`src/rtl/ysyx_23060061_mem_pkg.sv`:
```
// Shared types and constants for the IFU/LSU memory arbiter.
package ysyx_23060061_mem_pkg;

  // Default bus widths of the core's memory port.
  localparam int DEF_ADDR_W = 32;
  localparam int DEF_DATA_W = 32;

  // Owner of the outstanding transaction; also the grant-vector bit index.
  localparam logic OWN_IFU = 1'b0;
  localparam logic OWN_LSU = 1'b1;

  // Arbiter transaction phases.
  typedef enum logic [1:0] {
    ST_IDLE = 2'd0,
    ST_REQ  = 2'd1,
    ST_WAIT = 2'd2,
    ST_RESP = 2'd3
  } state_t;

endpackage

```
`src/rtl/ysyx_23060061_rr_arb2.sv`:
```
// Two-way round-robin grant. The pointer remembers who was granted last and
// only moves when the grant is actually accepted.
module ysyx_23060061_rr_arb2
  import ysyx_23060061_mem_pkg::*;
(
  input  logic       clk,
  input  logic       rst,
  input  logic [1:0] req,
  input  logic       accept,
  output logic [1:0] grant
);

  logic last_r;

  // One-hot grant; on a tie the requester not granted last wins.
  always_comb begin
    grant = 2'b00;
    case (req)
      2'b01:   grant = 2'b01;
      2'b10:   grant = 2'b10;
      2'b11:   grant = (last_r == OWN_LSU) ? 2'b01 : 2'b10;
      default: grant = 2'b00;
    endcase
  end

  // Last-grant pointer; reset value makes the IFU win the first tie.
  always_ff @(posedge clk or negedge rst) begin
    if (!rst) begin
      last_r <= OWN_LSU;
    end else if (accept) begin
      last_r <= grant[1] ? OWN_LSU : OWN_IFU;
    end
  end

endmodule

```
`src/rtl/ysyx_23060061_mem_arbiter.sv`:
```
// Shares the core's single handshake memory port between IFU and LSU.
// One outstanding transaction, round-robin grant, registered responses and
// a WAIT-state timeout that returns an error response.
module ysyx_23060061_mem_arbiter
  import ysyx_23060061_mem_pkg::*;
#(
  parameter int          ADDR_W  = DEF_ADDR_W,
  parameter int          DATA_W  = DEF_DATA_W,
  parameter logic [15:0] TIMEOUT = 16'd255
) (
  input  logic                clk,
  input  logic                rst,
  input  logic                ifu_req_valid,
  output logic                ifu_req_ready,
  input  logic [ADDR_W-1:0]   ifu_addr,
  output logic                ifu_resp_valid,
  output logic [DATA_W-1:0]   ifu_rdata,
  output logic                ifu_resp_err,
  input  logic                lsu_req_valid,
  output logic                lsu_req_ready,
  input  logic [ADDR_W-1:0]   lsu_addr,
  input  logic                lsu_wen,
  input  logic [DATA_W-1:0]   lsu_wdata,
  input  logic [DATA_W/8-1:0] lsu_wmask,
  output logic                lsu_resp_valid,
  output logic [DATA_W-1:0]   lsu_rdata,
  output logic                lsu_resp_err,
  output logic                mem_req_valid,
  input  logic                mem_req_ready,
  output logic [ADDR_W-1:0]   mem_addr,
  output logic                mem_wen,
  output logic [DATA_W-1:0]   mem_wdata,
  output logic [DATA_W/8-1:0] mem_wmask,
  input  logic                mem_resp_valid,
  input  logic [DATA_W-1:0]   mem_rdata
);

  state_t                state_r, state_s;
  logic                  owner_r;
  logic                  mem_req_valid_r;
  logic [ADDR_W-1:0]     mem_addr_r;
  logic                  mem_wen_r;
  logic [DATA_W-1:0]     mem_wdata_r;
  logic [DATA_W/8-1:0]   mem_wmask_r;
  logic [15:0]           cnt_r;
  logic                  ifu_resp_valid_r, lsu_resp_valid_r;
  logic                  ifu_resp_err_r, lsu_resp_err_r;
  logic [DATA_W-1:0]     ifu_rdata_r, lsu_rdata_r;

  logic                  accept_window_s;
  logic [1:0]            req_s;
  logic [1:0]            grant_s;
  logic                  accept_s;
  logic                  timeout_s;
  logic                  done_s;
  logic [DATA_W-1:0]     resp_data_s;

  // Grants are only offered in IDLE/RESP; gating with rst keeps ready low in reset.
  assign accept_window_s = rst && ((state_r == ST_IDLE) || (state_r == ST_RESP));
  assign req_s           = accept_window_s ? {lsu_req_valid, ifu_req_valid} : 2'b00;
  assign accept_s        = |grant_s;
  assign ifu_req_ready   = grant_s[OWN_IFU];
  assign lsu_req_ready   = grant_s[OWN_LSU];

  // A real response in the timeout cycle takes priority over the error.
  assign timeout_s   = (TIMEOUT != 16'd0) && (cnt_r == (TIMEOUT - 16'd1));
  assign done_s      = (state_r == ST_WAIT) && (mem_resp_valid || timeout_s);
  assign resp_data_s = mem_resp_valid ? mem_rdata : {DATA_W{1'b0}};

  ysyx_23060061_rr_arb2 u_rr_arb2 (
    .clk    (clk),
    .rst    (rst),
    .req    (req_s),
    .accept (accept_s),
    .grant  (grant_s)
  );

  // Next-state logic for the single-outstanding transaction FSM.
  always_comb begin
    state_s = state_r;
    case (state_r)
      ST_IDLE: begin
        if (accept_s) state_s = ST_REQ;
        else          state_s = ST_IDLE;
      end
      ST_REQ: begin
        if (mem_req_ready) state_s = ST_WAIT;
        else               state_s = ST_REQ;
      end
      ST_WAIT: begin
        if (done_s) state_s = ST_RESP;
        else        state_s = ST_WAIT;
      end
      ST_RESP: begin
        if (accept_s) state_s = ST_REQ;
        else          state_s = ST_IDLE;
      end
      default: state_s = ST_IDLE;
    endcase
  end

  // FSM state register.
  always_ff @(posedge clk or negedge rst) begin
    if (!rst) state_r <= ST_IDLE;
    else      state_r <= state_s;
  end

  // Owner and memory payload, captured only when a request is accepted.
  always_ff @(posedge clk or negedge rst) begin
    if (!rst) begin
      owner_r     <= OWN_IFU;
      mem_addr_r  <= {ADDR_W{1'b0}};
      mem_wen_r   <= 1'b0;
      mem_wdata_r <= {DATA_W{1'b0}};
      mem_wmask_r <= {(DATA_W/8){1'b0}};
    end else if (accept_s) begin
      if (grant_s[OWN_LSU]) begin
        owner_r     <= OWN_LSU;
        mem_addr_r  <= lsu_addr;
        mem_wen_r   <= lsu_wen;
        mem_wdata_r <= lsu_wdata;
        mem_wmask_r <= lsu_wmask;
      end else begin
        owner_r     <= OWN_IFU;
        mem_addr_r  <= ifu_addr;
        mem_wen_r   <= 1'b0;
        mem_wdata_r <= {DATA_W{1'b0}};
        mem_wmask_r <= {(DATA_W/8){1'b0}};
      end
    end
  end

  // Memory request valid is high exactly while the FSM sits in REQ.
  always_ff @(posedge clk or negedge rst) begin
    if (!rst) mem_req_valid_r <= 1'b0;
    else      mem_req_valid_r <= (state_s == ST_REQ);
  end

  // WAIT-cycle counter: cleared on the request handshake, counts in WAIT.
  always_ff @(posedge clk or negedge rst) begin
    if (!rst) begin
      cnt_r <= 16'd0;
    end else if ((state_r == ST_REQ) && mem_req_ready) begin
      cnt_r <= 16'd0;
    end else if (state_r == ST_WAIT) begin
      cnt_r <= cnt_r + 16'd1;
    end
  end

  // Registered one-cycle response routed to the owner only.
  always_ff @(posedge clk or negedge rst) begin
    if (!rst) begin
      ifu_resp_valid_r <= 1'b0;
      ifu_rdata_r      <= {DATA_W{1'b0}};
      ifu_resp_err_r   <= 1'b0;
      lsu_resp_valid_r <= 1'b0;
      lsu_rdata_r      <= {DATA_W{1'b0}};
      lsu_resp_err_r   <= 1'b0;
    end else if (done_s) begin
      ifu_resp_valid_r <= (owner_r == OWN_IFU);
      ifu_rdata_r      <= (owner_r == OWN_IFU) ? resp_data_s : {DATA_W{1'b0}};
      ifu_resp_err_r   <= (owner_r == OWN_IFU) && !mem_resp_valid;
      lsu_resp_valid_r <= (owner_r == OWN_LSU);
      lsu_rdata_r      <= (owner_r == OWN_LSU) ? resp_data_s : {DATA_W{1'b0}};
      lsu_resp_err_r   <= (owner_r == OWN_LSU) && !mem_resp_valid;
    end else begin
      ifu_resp_valid_r <= 1'b0;
      ifu_rdata_r      <= {DATA_W{1'b0}};
      ifu_resp_err_r   <= 1'b0;
      lsu_resp_valid_r <= 1'b0;
      lsu_rdata_r      <= {DATA_W{1'b0}};
      lsu_resp_err_r   <= 1'b0;
    end
  end

  assign mem_req_valid  = mem_req_valid_r;
  assign mem_addr       = mem_addr_r;
  assign mem_wen        = mem_wen_r;
  assign mem_wdata      = mem_wdata_r;
  assign mem_wmask      = mem_wmask_r;
  assign ifu_resp_valid = ifu_resp_valid_r;
  assign ifu_rdata      = ifu_rdata_r;
  assign ifu_resp_err   = ifu_resp_err_r;
  assign lsu_resp_valid = lsu_resp_valid_r;
  assign lsu_rdata      = lsu_rdata_r;
  assign lsu_resp_err   = lsu_resp_err_r;

endmodule

```
`config.mk`:
```
export PLATFORM = sky130hd
export DESIGN_NAME = ysyx_23060061_mem_arbiter
export DESIGN_NICKNAME = d
export VERILOG_FILES = /design/src/rtl/ysyx_23060061_mem_pkg.sv /design/src/rtl/ysyx_23060061_rr_arb2.sv /design/src/rtl/ysyx_23060061_mem_arbiter.sv
export SDC_FILE = /design/constraint.sdc
export NUM_CORES = 1
export LEC_CHECK = 0
export CAP_MARGIN = 15
export CORE_ASPECT_RATIO = 1.1
export CORE_MARGIN = 5
export CORE_UTILIZATION = 41
export CTS_CLUSTER_SIZE = 25
export DETAILED_ROUTE_END_ITERATION = 10
export PLACE_DENSITY = 0.8
export SLEW_MARGIN = 10
export SYNTH_ARGS = -nofsm -noshare
export SYNTH_HDL_FRONTEND = slang
export SYNTH_SLANG_ARGS = --single-unit
```
`constraint.sdc`:
```
create_clock -name clk -period 2.2 [get_ports clk]
set_clock_uncertainty 0.15 [all_clocks]
set_input_delay 0.44 -clock clk [delete_from_list [all_inputs] [get_ports clk]]
set_output_delay 0.44 -clock clk [all_outputs]
set_load 0.05 [all_outputs]
```
# Word-level counts from Yosys, hierarchy flattened
# Index checks and enable logic that the tools add are counted.
# Widths: inputs -> output; s select.
[totals] ff_bits=158 inputBits=139 out_inout_bits=140 word_cells=60
[op_classes] n_addsub=1 n_eq_ne=8 n_mux=23 n_bitwise=1 reduce_logical=12
[ops] cell="$mux 32" n=7
[ops] cell="$mux 16" n=2
[ops] cell="$add 16x1->16 const B" n=1
[ops] cell="$eq 16x8->1 const B" n=1
[ops] cell="$pmux 2 s3" n=2
[ops] cell="$eq 2x2->1 const B" n=4
[ops] cell="$mux 1" n=8
[ops] cell="$eq 2x1->1 const B" n=3
[ops] cell="$mux 2" n=3
[ops] cell="$logic_and 1x1->1" n=5
[ops] cell="$mux 4" n=1
[ops] cell="$reduce_or 2->1" n=2
[ops] cell="$logic_not 2->1" n=1
[ops] cell="$logic_or 1x1->1" n=2
[ops] cell="$reduce_bool 2->1" n=1
[ops] cell="$logic_not 1->1" n=1
[ops] cell="$not 1->1" n=1

# Longest topological paths before layout
# Gate-level depths: netlist (run 1).
[logic_depth] word_depth=10 depth_mapped=8 depth_no_buf=6

# By module
# A second synthesis (run 1) with hierarchy kept.
[hier_totals] cells_unflattened=492 hier_area_um2=6052.1
[modules_own_cells] module="ysyx_23060061_mem_arbiter" instances=1 cells_each=487 area_each_um2=5988.2 seq_area_each_um2=3928.8
[modules_own_cells] module="ysyx_23060061_rr_arb2" instances=1 cells_each=5 area_each_um2=63.8 seq_area_each_um2=26.3

# Worst setup path before layout (run 1)
# No wires, ideal clock.
[synth_path] path_type="reg2out" from="register state_r[0]" to="output lsu_req_ready" arrival_time_ns=1.677 t_required_ns=1.610 slack_ns=-0.067 path_stages_with_launch=7 n_path_buf=1 cell_sequence="dfrtp_1 inv_1 ha_1 nand2_1 nor2_1 and2_1 clkbuf_1"
[synth_between] elab_chain_cells=6 elab_cells_between_ends=9 cone_classes="4 x eq/ne; 2 x mux; 3 x reduce/logical"
[synth_lines] item="start, declared" line="ysyx_23060061_mem_arbiter.sv:38" rtl="state_t state_r, state_s;"
[synth_lines] item="start signal, assigned" line="ysyx_23060061_mem_arbiter.sv:105" rtl="else state_r <= state_s;"
[synth_lines] item="$eq 2x2->1 / $logic_not 2->1 (equally long branches)" line="ysyx_23060061_mem_arbiter.sv:59" rtl="assign accept_window_s = rst && ((state_r == ST_IDLE) || (state_r == ST_RESP));"
[synth_lines] item="$logic_or 1x1->1 (*)" line="ysyx_23060061_mem_arbiter.sv:59"
[synth_lines] item="$logic_and 1x1->1 (*)" line="ysyx_23060061_mem_arbiter.sv:59"
[synth_lines] item="$mux 2 (*)" line="ysyx_23060061_mem_arbiter.sv:60" rtl="assign req_s = accept_window_s ? {lsu_req_valid, ifu_req_valid} : 2'b00;"
[synth_lines] item="$eq 2x2->1 / $eq 2x1->1 (equally long branches)" line="ysyx_23060061_rr_arb2.sv:18" rtl="case (req)"
[synth_lines] item="$pmux 2 s3 (*)" line="ysyx_23060061_rr_arb2.sv:18"
[synth_lines] item="end, declared" line="ysyx_23060061_mem_arbiter.sv:20" rtl="output logic lsu_req_ready,"
# Every way passes the cells marked *; elsewhere a longest branch is shown, timed or not.

# Final worst setup path (run 1)
# Ends and elaborated chain as after synthesis.

==> out/metrics.yaml, run 1 <==
outcome:
  outcome: "finished, violations left"
  violations: "negative hold slack, negative setup slack"
logic_synthesis:
  synth_adder_area_share_pct: 1.04
  synthArstFlopShare_pct: 100
  netlist.top_cell.by_area: "dfrtp_1"
  synth_ff_type: "dfrtp_1"
  synth_mux_area_share_pct: 5.68
  synth_cell_types: 34
  synth.area.top_cells: "dfrtp_1, and2_1, mux2i_1, a22o_1, o21ai_0"
  avgSynthCellArea_sq_um: 12.4
  ys_ff_latch: 158
  yosysWarnings: 0
  syn_area_sq_mm: 0.00601
  synth_simple_gate_area_share_pct: 14.1
  synth_edf_count: 0
  synth_top_family_by_area: "simple AND/OR/NAND/NOR gates"
  synth-xor-area-share_pct: 1.89
  syn_nets: 630
  ys_seq_area_share_pct: 65.8
  syn_inst: 486
  synth_compound_area_share_pct: 9.05
  synth_top_area_share_pct: 65.4
sta:
  hold_viol: 7
  fmax_ghz: 0.454
  drv_slew: 0
  rsz0062_at_grt: "true"
  setup_viol: 1
  fin_ws_ns: -0.00262
  hold_ws_ns: -0.00799
  relSlewSlack_pct: 42.0
  period_share_pct: 100
  worst_pin_slew_ns: 0.869
  min_period_ns: 2.20
clock_network:
  root_buffer: "clkbuf_16"
  clk_path_buf_depth: 2
  tritoncts: "built"
  clock_latency_ns: 0.42
  cts_buffers: 17
  cts_max_level: 4
  clkSlewWorstSetupHoldPaths_ns: 0.06
  clock-sinks: 158
die:
  start_util_pct: 41.8
  die_y_microns: 137
  dieArea_sq_mm: 0.0172
  rows: 46
  ios: 279
  die_width_microns: 125
  core_sq_mm: 0.0144
route:
  dr.pass1.iters: 4
  ant_nets: 0
  vias: 4833
  vias_per_cell: 4.92
  drtIter0Drc: 299
  drc: 0
  post_drt_wl_per_cell_microns: 18.2
  routed_wl_microns: 17900
power:
  leakage_nw: 5.31
  vdd_drop_max_uv: 537
  p_total_mw: 12.6
  powerDensity_mw_per_mm2: 1290
layout:
  fill_cells: 1043
  diodes: 0
  layout.nets: 922
  area_growth_pct: 63.5
  drive_gt1_share_pct: 9.61
  final_common_cell: "clkdlybuf4s50_1"
  mostFrequentLayoutCells: "clkdlybuf4s50_1, dfrtp_1, and2_1"
placement:
  io_buffer_count: 278
  gp_congestion: 0.881
  dpl.hpwl_microns: 13300
min_path:
  hp-class: "input pin to asynchronous set/reset pin"
grt:
  grt_overflow: 0
  grt_pass1_vias: 5107
  antenna_found_initial: 0
  grt_pass1_wl_microns: 27600
  grt_max_degree: 159
  grt_usage_pct: 20.8
setup_path:
  worst_ep_required_time_ns: 1.61
  r2r_setup_slack_ns: 0.17
  arrival_ns: 1.61
  path_class: "flip-flop to output port"
  worstRegToRegCells: 5
  cp_max_fo: 3
  startpoint_type: "flip-flop"
  crit_path_end_kind: "output port"
flow_run:
  max_cap_violations: 0
## registers in the layout (all words and copies together) (netlist names)
register and flops:
mem_wen 1, owner_r 1, mem_wmask 4, ifu_rdata 32
mem_addr 32, ifu_resp_err 1, mem_wdata 32, state_r 2
lsu_resp_err 1, cnt_r 16, u_rr_arb2.last_r 1, ifu_resp_valid 1
lsu_rdata 32, mem_req_valid 1, lsu_resp_valid 1
## timing repair
item,CTS,global route
pin swaps,3,0
buffers inserted,2,0
gates resized for setup,35,52
hold buffers,0,0
setup endpoints to repair,28,53
hold endpoints to repair,0,0
## metal layers
layer / global-route usage, % / up-vias / wire length [microns]
met4: 8.31 / 0 / 390
met2: 37.0 / 214 / 9600
met1: 21.9 / 2346 / 6320
met3: 8.67 / 29 / 1610
met5: 0 / - / 0
li1: - / 2244 / -
## cell type report
class / instances / area [sq um] / area share (%)
inverter: 9 / 33.8 / 0.344
timing repair buffer: 301 / 3080 / 31.3
sequential: 158 / 3960 / 40.3
clock inverter: 11 / 108 / 1.10
clock buffer: 21 / 460 / 4.69
tap: 192 / 240 / 2.44
multi-input combinational: 291 / 1950 / 19.8
## critical path: stages (launching register included)
cell	delay, ns
dfrtp_1	0.39
inv_2	0.06
ha_4	0.27
nand2_4	0.06
nor2_4	0.09
and2_4	0.18
buf_12	0.14
## worst paths after layout
path	from	to
max reg2reg	cnt_r[1]$_DFFE_PN0P_	ifu_resp_valid$_DFF_PN0_
min in group clk	mem_addr[10]$_DFFE_PN0P_	mem_addr[10]$_DFFE_PN0P_
max	state_r[0]$_DFF_PN0_	lsu_req_ready
min reg2reg	mem_addr[10]$_DFFE_PN0P_	mem_addr[10]$_DFFE_PN0P_
min	rst	mem_addr[1]$_DFFE_PN0P_
max in group asynchronous	rst	mem_wdata[23]$_DFFE_PN0P_
## report_power, final
group / internal [mW] / total [mW] / switching (mW)
Combinational: 1.95 / 5.75 / 3.81
Clock: 1.63 / 2.78 / 1.16
Sequential: 3.67 / 4.10 / 0.428
Total: 7.24 / 12.6 / 5.39
## cells by family (layout without fill, tap and decap cells)
kind of cell | Yosys count | after routing
and+or+nand+nor | 162 | 162
DFF | 158 | 158
AOI/OAI and AO/OA | 77 | 77
buffers and inverters | 37 | 342
muxes | 34 | 34
xor gates and xnor gates | 13 | 13
adders and majority gates | 5 | 5
## synthesized netlist by cell type (5+ instances only)
cell      number
nor3_1         5
buf_2          6
dfrtp_1      157
xnor2_1        9
nor2_1        30
o21ai_0       33
a22o_1        37
and2_1        64
clkbuf_1      21
nand4_1        6
mux2i_1       33
inv_1          9
nand2_1       39
ha_1           5
## metrics by stage
| stage | utilization [%] | cell area, sq um | TNS (ns) | worst slack [ns] | cells |
|---|---|---|---|---|---|
| CTS | 67.4 | 9690 | -0.00830 | -0.00830 | 983 |
| finish | 68.3 | 9830 | -0.00262 | -0.00262 | 983 |
| floorplan | - | 6010 | 0 | 0.0391 | 486 |
| global route | 68.3 | 9830 | -0.131 | -0.0774 | 983 |
| global placement | 63.3 | 9110 | -1.88 | -0.0548 | 949 |
| detailed placement | 63.3 | 9110 | -1.98 | -0.0825 | 949 |
(Power assumes the default switching activity.)
==> run 2, diff against run 1 <==
==> constraint.sdc (replaced) <==
create_clock -name clk -period 2.2 [get_ports clk]
set_clock_uncertainty 0.15 [all_clocks]
set_input_delay 0.44 -clock clk [delete_from_list [all_inputs] [get_ports clk]]
set_output_delay 0.44 -clock clk [all_outputs]
set_load 0.02 [all_outputs]
==> run 2 against run 1 <==
Net effect:
- the flow now finishes without violations
- critical path depth down 1
- global-route usage grew 0.25 points
- die area is the same
- wire length rose by 1.4%
- sequential share of layout area rose by 0.45 points
- clock power is 4% lower
- sequential power about the same
- via count is 0.43% higher
- non-clock buffer count is 2 higher
- combinational power fell by 24%
- final cell count increased by 0.10%
- core utilization is 0.76 points lower
- critical endpoint unchanged
- largest power group unchanged
==> out/metrics.yaml, run 2 (synthesis results as in run 1) <==
outcome:
  outcome: "finished clean"
grt:
  grt_pass1_vias: 5187  # +1.6%
  use_met1_pct: 22.6  # +0.66 points
  busiest_layer: "met2"
  gr-usage-met3_pct: 8.00  # -0.66 points
  grt_max_degree: 68  # -57%
  grt_pass1_wl_microns: 28200  # +2.2%
  grt_usage_pct: 21.0  # +0.25 points
  use_met2_pct: 37.2  # +0.27 points
  antenna_found_initial: 0  # unchanged
  grt_overflow: 0  # unchanged
placement:
  post-place-ws_ns: -0.467  # -0.384 ns
  io_buffer_count: 278  # unchanged
  dpl.hpwl_microns: 13700  # +3.2%
  gp_congestion: 0.870  # -1.3%
  placed_cells: 951  # +0.21%
power:
  leakage_nw: 4.43  # -17%
  comb_power_share_pct: 39.1  # -6.4 points
  powerDensity_mw_per_mm2: 1150  # -11%
  intPower_mw: 7.33  # +1.1%
  vdd_drop_max_uv: 602  # +12%
  pwr-share-clk_pct: 24.1  # +2.1 points
  p_switching_mw: 3.81  # -29%
  power_frac_seq_pct: 36.8  # +4.4 points
  swShare_pct: 34.2  # -8.5 points
route:
  drc: 0  # unchanged
  dr.pass1.iters: 6  # +2
  routed_wl_microns: 18200  # +1.4%
  vias_per_cell: 4.93  # +0.33%
  ant_nets: 0  # unchanged
  drtIter0Drc: 380  # +27%
  vias: 4854  # +0.43%
  post_drt_wl_per_cell_microns: 18.5  # +1.3%
setup_path:
  cpPeakStageDelay_ns: 0.41  # +0.02 ns
  arrival_ns: 1.59  # -0.02 ns
  critical_path.cell_chain: "ha_4 > nand2_4 > nor2_4 > and2_4 > buf_6"
  crit_path_end_kind: "output port"
  path_class: "flip-flop to output port"
  worst_ep_required_time_ns: 1.61  # about the same
  startpoint_type: "flip-flop"
  crit_slowest_cell: "dfrtp_1"
  cp_max_fo: 2  # -1
min_path:
  hp-class: "flip-flop to flip-flop"
clock_network:
  clkSlewWorstSetupHoldPaths_ns: 0.06  # about the same
  root_buffer: "clkbuf_16"
  cts_buffers: 17  # unchanged
  clk_path_buf_depth: 2  # unchanged
  cts_max_level: 4  # unchanged
  tritoncts: "built"
  clock_latency_ns: 0.41  # about the same
  clock-sinks: 158  # unchanged
sta:
  worst_pin_slew_ns: 0.626  # -0.243 ns
  rsz0062_at_grt: "true"
  min_period_ns: 2.18  # -0.0179 ns
  hold_viol: 0  # -7
  setup_viol: 0  # -1
  fmax_ghz: 0.458  # +0.82%
  fin_ws_ns: 0.0153  # +0.0179 ns
  relSlewSlack_pct: 58.3  # +16 points
  period_share_pct: 99.3  # -0.82 points
  drv_slew: 0  # unchanged
die:
  die_width_microns: 125  # unchanged
  rows: 46  # unchanged
  die_y_microns: 137  # unchanged
  ios: 279  # unchanged
  core_sq_mm: 0.0144  # unchanged
  start_util_pct: 41.8  # unchanged
  dieArea_sq_mm: 0.0172  # unchanged
layout:
  final_common_cell: "clkdlybuf4s50_1"
  diodes: 0  # unchanged
  mostFrequentLayoutCells: "clkdlybuf4s50_1, dfrtp_1, and2_1"
  fin_cells: 984  # +0.10%
  final_util_pct: 67.5  # -0.76 points
  area_growth_pct: 61.7
  layout.nets: 924  # +0.22%
  drive_gt1_share_pct: 8.71  # -0.90 points
flow_run:
  max_cap_violations: 0  # unchanged
## run 2: changes by cell type in the layout (fill, tap and decap cells not counted), sizes merged
cell           delta
clkdlybuf4s50    +86
dlymetal6s2s     -51
dlygate4sd2      -27
buf               -7
inv               +2
bufinv            -1
clkbuf            -1
clkinvlp          -1
dlygate4sd3       +1
## run 2: metrics by stage
step | TNS (ns) | area (sq um) | hold slack (ns) | power (mW)
final | 0 | 9720 | 0.331 | 11.1
after global routing | -0.0437 | 9720 | 0.345 | 11.7
after CTS | 0 | 9670 | 0.334 | 11.2
after detailed placement | -7.39 | 9110 | 0.320 | 8.45
after global placement | -5.37 | 9110 | 0.311 | 8.27
after floorplan | 0 | 6010 | -0.00559 | 6.15
## run 2: worst paths after layout
kind	startpoint	end	slack [ns]	cells after the start
setup / recovery	state_r[1]$_DFF_PN0_	lsu_req_ready	0.02	5
hold / removal	mem_addr[0]$_DFFE_PN0P_	mem_addr[0]$_DFFE_PN0P_	0.33	2
setup reg to reg	cnt_r[0]$_DFFE_PN0P_	state_r[0]$_DFF_PN0_	0.15	6
hold reg to reg	mem_addr[0]$_DFFE_PN0P_	mem_addr[0]$_DFFE_PN0P_	0.33	2
max in group asynchronous	rst	mem_wdata[4]$_DFFE_PN0P_	0.31	4
min in group asynchronous	rst	state_r[1]$_DFF_PN0_	0.53	3
## run 2: cell type report
class,count,area [sq um]
fillers,1045,4670
inverters,9,33.8
clock buffers,20,457
flip-flops and latches,158,3960
clock inverters,11,83.8
multi-input cells,291,1950
repair buffers,303,2990
well taps,192,240
## run 2: critical path: cells and delay by family (launching register included)
kind,cells,cell delay (ns)
adder cells (fa/ha/maj),1,0.29
buffers and inverters,1,0.12
flip-flops,1,0.41
AND/OR/NAND/NOR,3,0.35
## run 2: layer usage
| layer | routed length (microns) | up-vias |
|---|---|---|
| met5 | 0 | - |
| li1 | - | 2243 |
| met3 | 1450 | 38 |
| met1 | 6420 | 2354 |
| met4 | 485 | 0 |
| met2 | 9810 | 219 |
## run 2: power by group through the flow
stage / clock [mW] / combinational [mW] / sequential [mW]
detailed placement: 0 / 4.30 / 4.14
finish: 2.68 / 4.36 / 4.10
global route: 2.88 / 4.67 / 4.17
floorplan: 0 / 1.20 / 4.95
CTS: 2.74 / 4.34 / 4.09
global placement: 0 / 4.19 / 4.08
## run 2: repair_timing
action	CTS	global route
setup endpoints to repair	2	63
buffers inserted	0	1
gates resized for setup	15	7
hold buffers	1	0
pin swaps	2	3
hold endpoints to repair	46	0
